<file path="src/rtl/uart_packet_tx.sv">
// uart_packet_tx: serialises a framed packet (header, NBYTES payload bytes,
// 8-bit additive checksum) on a UART line with configurable parity/stop bits.
module uart_packet_tx #(
    parameter int          CLK_HZ    = 27_000_000,
    parameter int          BAUD      = 115_200,
    parameter int          NBYTES    = 4,
    parameter logic [7:0]  HEADER    = 8'hA5,
    parameter int          PARITY    = 0,
    parameter int          STOP_BITS = 1
) (
    input  logic                  clk,
    input  logic                  resetn,
    input  logic [8*NBYTES-1:0]   payload,
    input  logic                  start,
    output logic                  busy,
    output logic                  done,
    output logic                  tx
);

    localparam int DIV   = CLK_HZ / BAUD;
    localparam int CNT_W = $clog2(DIV);
    localparam int IDX_W = $clog2(NBYTES + 2);

    localparam logic [CNT_W-1:0] BAUD_LAST = CNT_W'(DIV - 1);
    localparam logic [IDX_W-1:0] LAST_IDX  = IDX_W'(NBYTES + 1);
    localparam logic [2:0]       STOP_LAST = 3'(STOP_BITS - 1);

    typedef enum logic [2:0] {
        S_IDLE,
        S_START,
        S_DATA,
        S_PARITY,
        S_STOP
    } state_t;

    state_t                 state_q, state_d;
    logic [CNT_W-1:0]       baud_q, baud_d;
    logic [2:0]             bit_q, bit_d;
    logic [IDX_W-1:0]       idx_q, idx_d;
    logic                   tx_q, tx_d;
    logic                   busy_q, busy_d;
    logic                   done_q, done_d;
    logic [8*NBYTES-1:0]    payload_q;
    logic [7:0]             csum_q;
    logic [7:0]             cur_byte;
    logic                   par_bit;
    logic                   accept;
    logic                   baud_last;

    // Modulo-256 sum of all payload bytes; header excluded.
    function automatic logic [7:0] sum_bytes(input logic [8*NBYTES-1:0] p);
        logic [7:0] s;
        s = '0;
        for (int k = 0; k < NBYTES; k++) s = s + p[8*k +: 8];
        return s;
    endfunction

    assign busy = busy_q;
    assign done = done_q;
    assign tx   = tx_q;

    assign accept    = (state_q == S_IDLE) && start;
    assign baud_last = (baud_q == BAUD_LAST);
    assign par_bit   = (PARITY == 2) ? ~(^cur_byte) : (^cur_byte);

    // Byte currently on the wire, selected by the packet byte index.
    always_comb begin
        cur_byte = HEADER;
        if (idx_q == LAST_IDX)
            cur_byte = csum_q;
        else if (idx_q != '0)
            cur_byte = payload_q[8*(int'(idx_q) - 1) +: 8];
    end

    // Next-state and next-output logic; tx is computed one cycle ahead so the
    // line itself comes straight from a flop.
    always_comb begin
        state_d = state_q;
        baud_d  = baud_q;
        bit_d   = bit_q;
        idx_d   = idx_q;
        tx_d    = tx_q;
        done_d  = 1'b0;
        case (state_q)
            S_IDLE: begin
                tx_d = 1'b1;
                if (start) begin
                    state_d = S_START;
                    tx_d    = 1'b0;
                    baud_d  = '0;
                    bit_d   = '0;
                    idx_d   = '0;
                end
            end
            S_START: begin
                baud_d = baud_q + 1'b1;
                if (baud_last) begin
                    baud_d  = '0;
                    bit_d   = '0;
                    state_d = S_DATA;
                    tx_d    = cur_byte[0];
                end
            end
            S_DATA: begin
                baud_d = baud_q + 1'b1;
                if (baud_last) begin
                    baud_d = '0;
                    if (bit_q == 3'd7) begin
                        bit_d = '0;
                        if (PARITY != 0) begin
                            state_d = S_PARITY;
                            tx_d    = par_bit;
                        end else begin
                            state_d = S_STOP;
                            tx_d    = 1'b1;
                        end
                    end else begin
                        bit_d = bit_q + 3'd1;
                        tx_d  = cur_byte[bit_q + 3'd1];
                    end
                end
            end
            S_PARITY: begin
                baud_d = baud_q + 1'b1;
                if (baud_last) begin
                    baud_d  = '0;
                    bit_d   = '0;
                    state_d = S_STOP;
                    tx_d    = 1'b1;
                end
            end
            S_STOP: begin
                baud_d = baud_q + 1'b1;
                if (baud_last) begin
                    baud_d = '0;
                    if (bit_q == STOP_LAST) begin
                        bit_d = '0;
                        if (idx_q == LAST_IDX) begin
                            state_d = S_IDLE;
                            idx_d   = '0;
                            tx_d    = 1'b1;
                            done_d  = 1'b1;
                        end else begin
                            state_d = S_START;
                            idx_d   = idx_q + 1'b1;
                            tx_d    = 1'b0;
                        end
                    end else begin
                        bit_d = bit_q + 3'd1;
                    end
                end
            end
            default: begin
                state_d = S_IDLE;
                tx_d    = 1'b1;
            end
        endcase
        busy_d = (state_d != S_IDLE);
    end

    // State, counters and registered outputs; reset forces the line idle at once.
    always_ff @(posedge clk or negedge resetn) begin
        if (!resetn) begin
            state_q <= S_IDLE;
            baud_q  <= '0;
            bit_q   <= '0;
            idx_q   <= '0;
            tx_q    <= 1'b1;
            busy_q  <= 1'b0;
            done_q  <= 1'b0;
        end else begin
            state_q <= state_d;
            baud_q  <= baud_d;
            bit_q   <= bit_d;
            idx_q   <= idx_d;
            tx_q    <= tx_d;
            busy_q  <= busy_d;
            done_q  <= done_d;
        end
    end

    // Payload and checksum are captured only when a request is accepted.
    always_ff @(posedge clk or negedge resetn) begin
        if (!resetn) begin
            payload_q <= '0;
            csum_q    <= '0;
        end else if (accept) begin
            payload_q <= payload;
            csum_q    <= sum_bytes(payload);
        end
    end

endmodule

</file>
<file path="config.mk">
export PLATFORM = sky130hd
export DESIGN_NAME = uart_packet_tx
export DESIGN_NICKNAME = d
export VERILOG_FILES = /design/src/rtl/uart_packet_tx.sv
export SDC_FILE = /design/constraint.sdc
export NUM_CORES = 1
export LEC_CHECK = 0
export ABC_AREA = 1
export ABC_CLOCK_PERIOD_IN_PS = 2400
export CAP_MARGIN = 20
export CORE_AREA = 2 2 95 97
export DETAILED_ROUTE_END_ITERATION = 12
export DIE_AREA = 0 0 97 99
export DONT_BUFFER_PORTS = 1
export PLACE_DENSITY = 0.69
export SLEW_MARGIN = 10
export SYNTH_ARGS = -nofsm -noshare
export SYNTH_HDL_FRONTEND = slang
export SYNTH_SLANG_ARGS = --single-unit
</file>
<file path="constraint.sdc">
create_clock -name clk -period 2.4 [get_ports clk]
set_clock_uncertainty 0.1 [all_clocks]
set_input_delay 0.12 -clock clk [delete_from_list [all_inputs] [get_ports clk]]
set_output_delay 0.12 -clock clk [all_outputs]
set_load 0.02 [all_outputs]
</file>
After elaboration in Yosys (flattened, before gate mapping). Cells that the tools add are included.

$lt $le $gt $ge: 1. Equal/unequal tests: 14. Reductions and logical operators: 14. Shifts and indexed selects: 1. Multiplexer cells: 39. $add $sub $neg: 7.

Operators with widths (number): two-way mux 3 bit (16); two-way mux 8 bit (4); indexed part select 32 x 7 -> 8 bit (1); adder 8 bit (3); case mux 8 bit (2 select lines) (1); case mux 3 bit (5 select lines) (1); two-way mux 1 bit (13); inequality test 2 bit, second input constant (6); case mux 3 bit (4 select lines) (1); AND reduction 5 bit (2); == test 3 bit, second input constant (3); adder 8 x 1 -> 8 bit, second input constant (1); == test 8 bit, second input constant (1); adder 3 x 1 -> 3 bit, second input constant (2); == test 3 x 2 -> 1 bit, second input constant (2); logical NOT 3 bit (2); case mux 3 bit (2 select lines) (1); nonzero test 3 bit (2); case mux 1 bit (5 select lines) (1); < comparator 3 x 4 -> 1 bit, second input constant (1); AND reduction 4 bit (1); nonzero test 2 bit (2); nonzero test 4 bit (1); OR reduction 4 bit (1); other kinds (7) (7).

Register bits: 60. Output and inout port bits: 3. Bits of input ports: 35. Word-level logic and storage cells: 85.

Logic depth before layout (Yosys ltp).
Depth after elaboration: 9. Mapped depth: 18. Depth with buffers taken out: 17.

Worst setup path before layout. OpenSTA, ideal clock, no wires.

Path kind: in2reg. From: input payload[1]. To: register csum_q[7]. Stages on the path: 11. Library setup time: 0.083 ns. Path buffers: 0. Required time: 2.217 ns. Data arrival time: 2.371 ns. Slack: -0.154 ns. Path through: fa_1 fa_1 ha_1 inv_1 fa_1 o21ai_0 nand2_1 nand2_1 a21oi_1 xor2_1 o21ai_0.

Longest elaborated chain between the ends: 3.

Ends and longest elaborated chain: from (decl) (line 13) `input logic [8*NBYTES-1:0] payload,`; adder 8 bit (3 in a row) (line 54) `for (int k = 0; k < NBYTES; k++) s = s + p[8*k +: 8];`; to (signal assigned) (line 189) `csum_q <= sum_bytes(payload);`; to (decl) (line 44) `logic [7:0] csum_q;`.

Every way passes these cells. A chain may end at the register's enable or synchronous reset.

Worst setup path in the final report.
From: input payload[2]. To: register csum_q[6].

The elaborated chain is that of the path after synthesis.

==> impl_metrics.py <==
metrics = {
    "setup_path": {
        "timing.critical_path.fanout_max": 2,
        "worstPathRequired_ns": 2.52,
        "critical_path.startpoint_type": "primary input",
        "cell_chain_of_the_critical_path": "fa_1 -> fa_1 -> ha_1 -> nand2_1 -> nor2_1 -> a211oi_2 -> nor2_1 -> o21ai_0 -> nand2_1 -> xnor2_1 -> o21ai_0",
        "crit_path_leading_delay_family": "adder cells",
        "criticalPathCategory": "in -> reg",
        "critPathMaxStageDelay_ns": 0.61,
        "timing.critical_path.arrival_ns": 2.32,
        "critical_path_buffer_and_inverter_count": 0,
        "critical_path.endpoint_type": "flop",
        "cp_slowest_cell": "fa_1",
    },
    "status": {
        "run_status": "finished clean",
    },
    "timing": {
        "setup_slack_ns": 0.1966,
        "timing.setup.tns_ns": 0,
        "drv_slew": 0,
        "final-hold-violation-count": 0,
        "rsz0062_at_grt": "false",
        "final_period_minus_worst_setup_slack_ns": 2.203,
        "layout_worst_path_cycle_share": 0.9181,
        "timing.max_slew.rel_slack": 0.7190,
        "fmaxAchievable_mhz": 453.9,
        "worstMarginPinSlew_ns": 0.4200,
        "setup_viol": 0,
    },
    "power": {
        "intPower_mw": 1.762,
        "power.share.combinational": 0.174,
        "portion_of_total_power_attributed_to_sequential_cells": 0.428,
        "netSwitchingPower_uw": 598.6,
        "power_per_cell_area_nw_per_um2": 520.2,
        "irDropWorstVdd_mv": 0.2882,
        "clkPwrFrac": 0.397,
        "p_leak_nw": 2.283,
        "sw_frac_of_total": 0.2536,
    },
    "flow_run": {
        "timing.max_cap.violations": 0,
    },
    "logic_synthesis": {
        "synthesis.area_per_instance_um2": 7.845,
        "ys_seq_elements": 60,
        "synth.area.top_cells": "dfrtp_1 39%, nand2_1 18%, fa_1 7.5%, ha_1 5.7%, inv_1 5.2%",
        "synthAdderAreaFrac": 0.1315,
        "synth-warning-count": 0,
        "postSynthNetCount": 544,
        "post-synth-top-area-fraction": 0.3937,
        "syn-cell-area_um2": 3750,
        "synth.yosys.seq_area_share": 0.4007,
        "synthesis.instances": 478,
        "synth_async_sr_flop_share": 1.000,
        "xor_xnor_cell_area_share_of_the_yosys_netlist": 0.02102,
        "post_synth_and_or_nand_nor_area_fraction": 0.2803,
        "synthMuxAreaShare": 0,
        "compound_gate_portion_of_the_synthesized_area": 0.09476,
        "largest_area_contributor_in_the_synthesized_netlist": "dfrtp_1",
        "synth-edff-count": 0,
        "synth.lib_cells_used.distinct": 37,
        "dominantRegCellSynth": "dfrtp_1",
        "synth_top_family_by_area": "simple AND/OR/NAND/NOR gates",
    },
    "finish": {
        "finish.utilization": 0.5307,
        "mostFrequentLayoutCell": "nand2_1",
        "fillCellCount": 769,
        "drive_gt1_frac": 0.1019,
        "antenna_cells": 0,
        "area_added_between_synthesis_and_finish_pct": 21.02,
        "layout_common_cells": "184 x nand2_1, 59 x dfrtp_1, 52 x inv_1",
        "fin_nets": 591,
    },
    "global_routing": {
        "grt.met1_usage": 0.2733,
        "met3_usage": 0.04894,
        "busiest_layer": "met2",
        "wire_length_of_the_first_global_routing_pass_um": 15810,
        "met2_routing_resource_usage_after_global_routing": 0.3381,
        "maximum_number_of_pins_on_one_net_before_global_route_repair": 61,
        "global_route.usage.total": 0.2078,
        "first_global_vias": 3267,
        "antenna_found_initial": 0,
        "grt.overflow.total": 0,
    },
    "cts": {
        "tritoncts.num_buffers": 9,
        "htree_num_levels": 3,
        "clk_buf_depth": 2,
        "clock-root-buffer": "clkbuf_8",
        "cts.sink_count": 60,
        "cts.reportedPaths.clkPinSlew_ns": 0.07,
        "tritoncts": "yes",
        "clk-insertion-delay-late_ns": 0.34,
    },
    "routing": {
        "drt_first_iter_violations": 204,
        "vias": 3293,
        "drt_wl_total_um": 9310,
        "drt.antenna.violating_nets": 0,
        "drt-vias-per-instance": 5.161,
        "drt-wirelength-per-cell_um": 14.59,
        "drt-pass1-iter-count": 5,
        "detail_route.drc_violations": 0,
    },
    "floorplan": {
        "ios": 38,
        "core.rowCount": 34,
        "initial_core_util": 0.4385,
        "chipWidth_um": 97,
        "die_area_um2": 9603,
        "fp.dieH_um": 99,
        "core-area_um2": 8551,
    },
    "min_path": {
        "worstHoldPathType": "in -> reg",
    },
    "placed_design": {
        "placement.setup.worst_slack_ns": -0.1728,
        "buffer_ports.inserted": 0,
        "gpl.final_weighted_congestion": 0.8589,
        "dpl.hpwl_um": 6336,
    },
}
[final cells by class]
class / count / area [um2] / area share
repair buffers: 49 / 485.5 / 0.1070
multi-input cells: 349 / 2002 / 0.4411
inverters: 56 / 210.2 / 0.04632
clock buffers: 12 / 155.1 / 0.03419
flip-flops and latches: 60 / 1503 / 0.3311
well taps: 108 / 135.1 / 0.02978
clock inverters: 4 / 47.55 / 0.01048
[timing repair]
action / CTS / global route
setup buffers: 0 / 0
hold endpoints to repair: 94 / 0
gates resized for setup: 0 / 0
hold buffers: 35 / 0
[sequential cells by signal, indices dropped and copies added, names as in the netlist]
name       count
payload_q     32
baud_q         8
csum_q         8
bit_q          3
idx_q          3
state_q        3
busy           1
done           1
tx             1
[power by group through the flow]
| stage | clock (mW) | combinational, mW | sequential [mW] |
|---|---|---|---|
| floorplan | 0 | 0.239 | 1.03 |
| global placement | 0 | 0.327 | 1.03 |
| detailed placement | 0 | 0.338 | 1.03 |
| CTS | 0.953 | 0.412 | 1.01 |
| global route | 0.999 | 0.464 | 1.01 |
| finish | 0.938 | 0.411 | 1.01 |
[worst paths after layout]
check / from / end / slack, ns / cells after the start
max reg2reg: idx_q[0] / tx / 0.23 / 13
min in group asynchronous: resetn / baud_q[3] / 0.19 / 2
min reg2reg: payload_q[8] / payload_q[8] / 0.38 / 2
min: payload[16] / csum_q[0] / 0.1 / 4
max in group asynchronous: resetn / tx / 1.70 / 2
max: payload[2] / csum_q[6] / 0.20 / 11
[layer usage]
layer	wire length, um	vias up	part of all wire
met5	0	-	0
met2	4450	93	0.48
li1	-	1598	-
met1	4117	1587	0.44
met3	546	15	0.059
met4	195	0	0.021
[logic make-up after synthesis]
family | count (synthesis)
fa+ha+maj | 31
compound gates | 61
xor+xnor | 9
flops | 60
buf+inv | 69
simple gates | 248
[Yosys cell counts (all sizes together) (2+ instances only)]
master / count
o22ai: 3
a21oi: 15
dfrtp: 59
inv: 56
ha: 17
fa: 14
xnor2: 5
nand3b: 2
buf: 8
nor2: 26
o21ai: 33
nand4: 2
nand2: 186
nand3: 26
xor2: 4
o211ai: 3
nor3: 4
clkbuf: 5
[through the flow]
step | total power [mW] | cell area [um2] | instances | hold slack, ns
global placement | 1.357 | 3968 | 587 | -0.2737
detailed placement | 1.368 | 3968 | 587 | -0.2738
global route | 2.473 | 4538 | 638 | 0.1268
floorplan | 1.269 | 3774 | 478 | -0.2756
CTS | 2.376 | 4538 | 638 | 0.08704
finish | 2.361 | 4538 | 638 | 0.09861
[tightest hold or removal path, delay by kind of cell]
family                   cells  cell delay (ns)
adder cells (fa/ha/maj)      2             0.27
AO/OA/AOI/OAI                1             0.06
AND/OR/NAND/NOR              1             0.05
No activity file was read; power rests on OpenSTA's default activity.
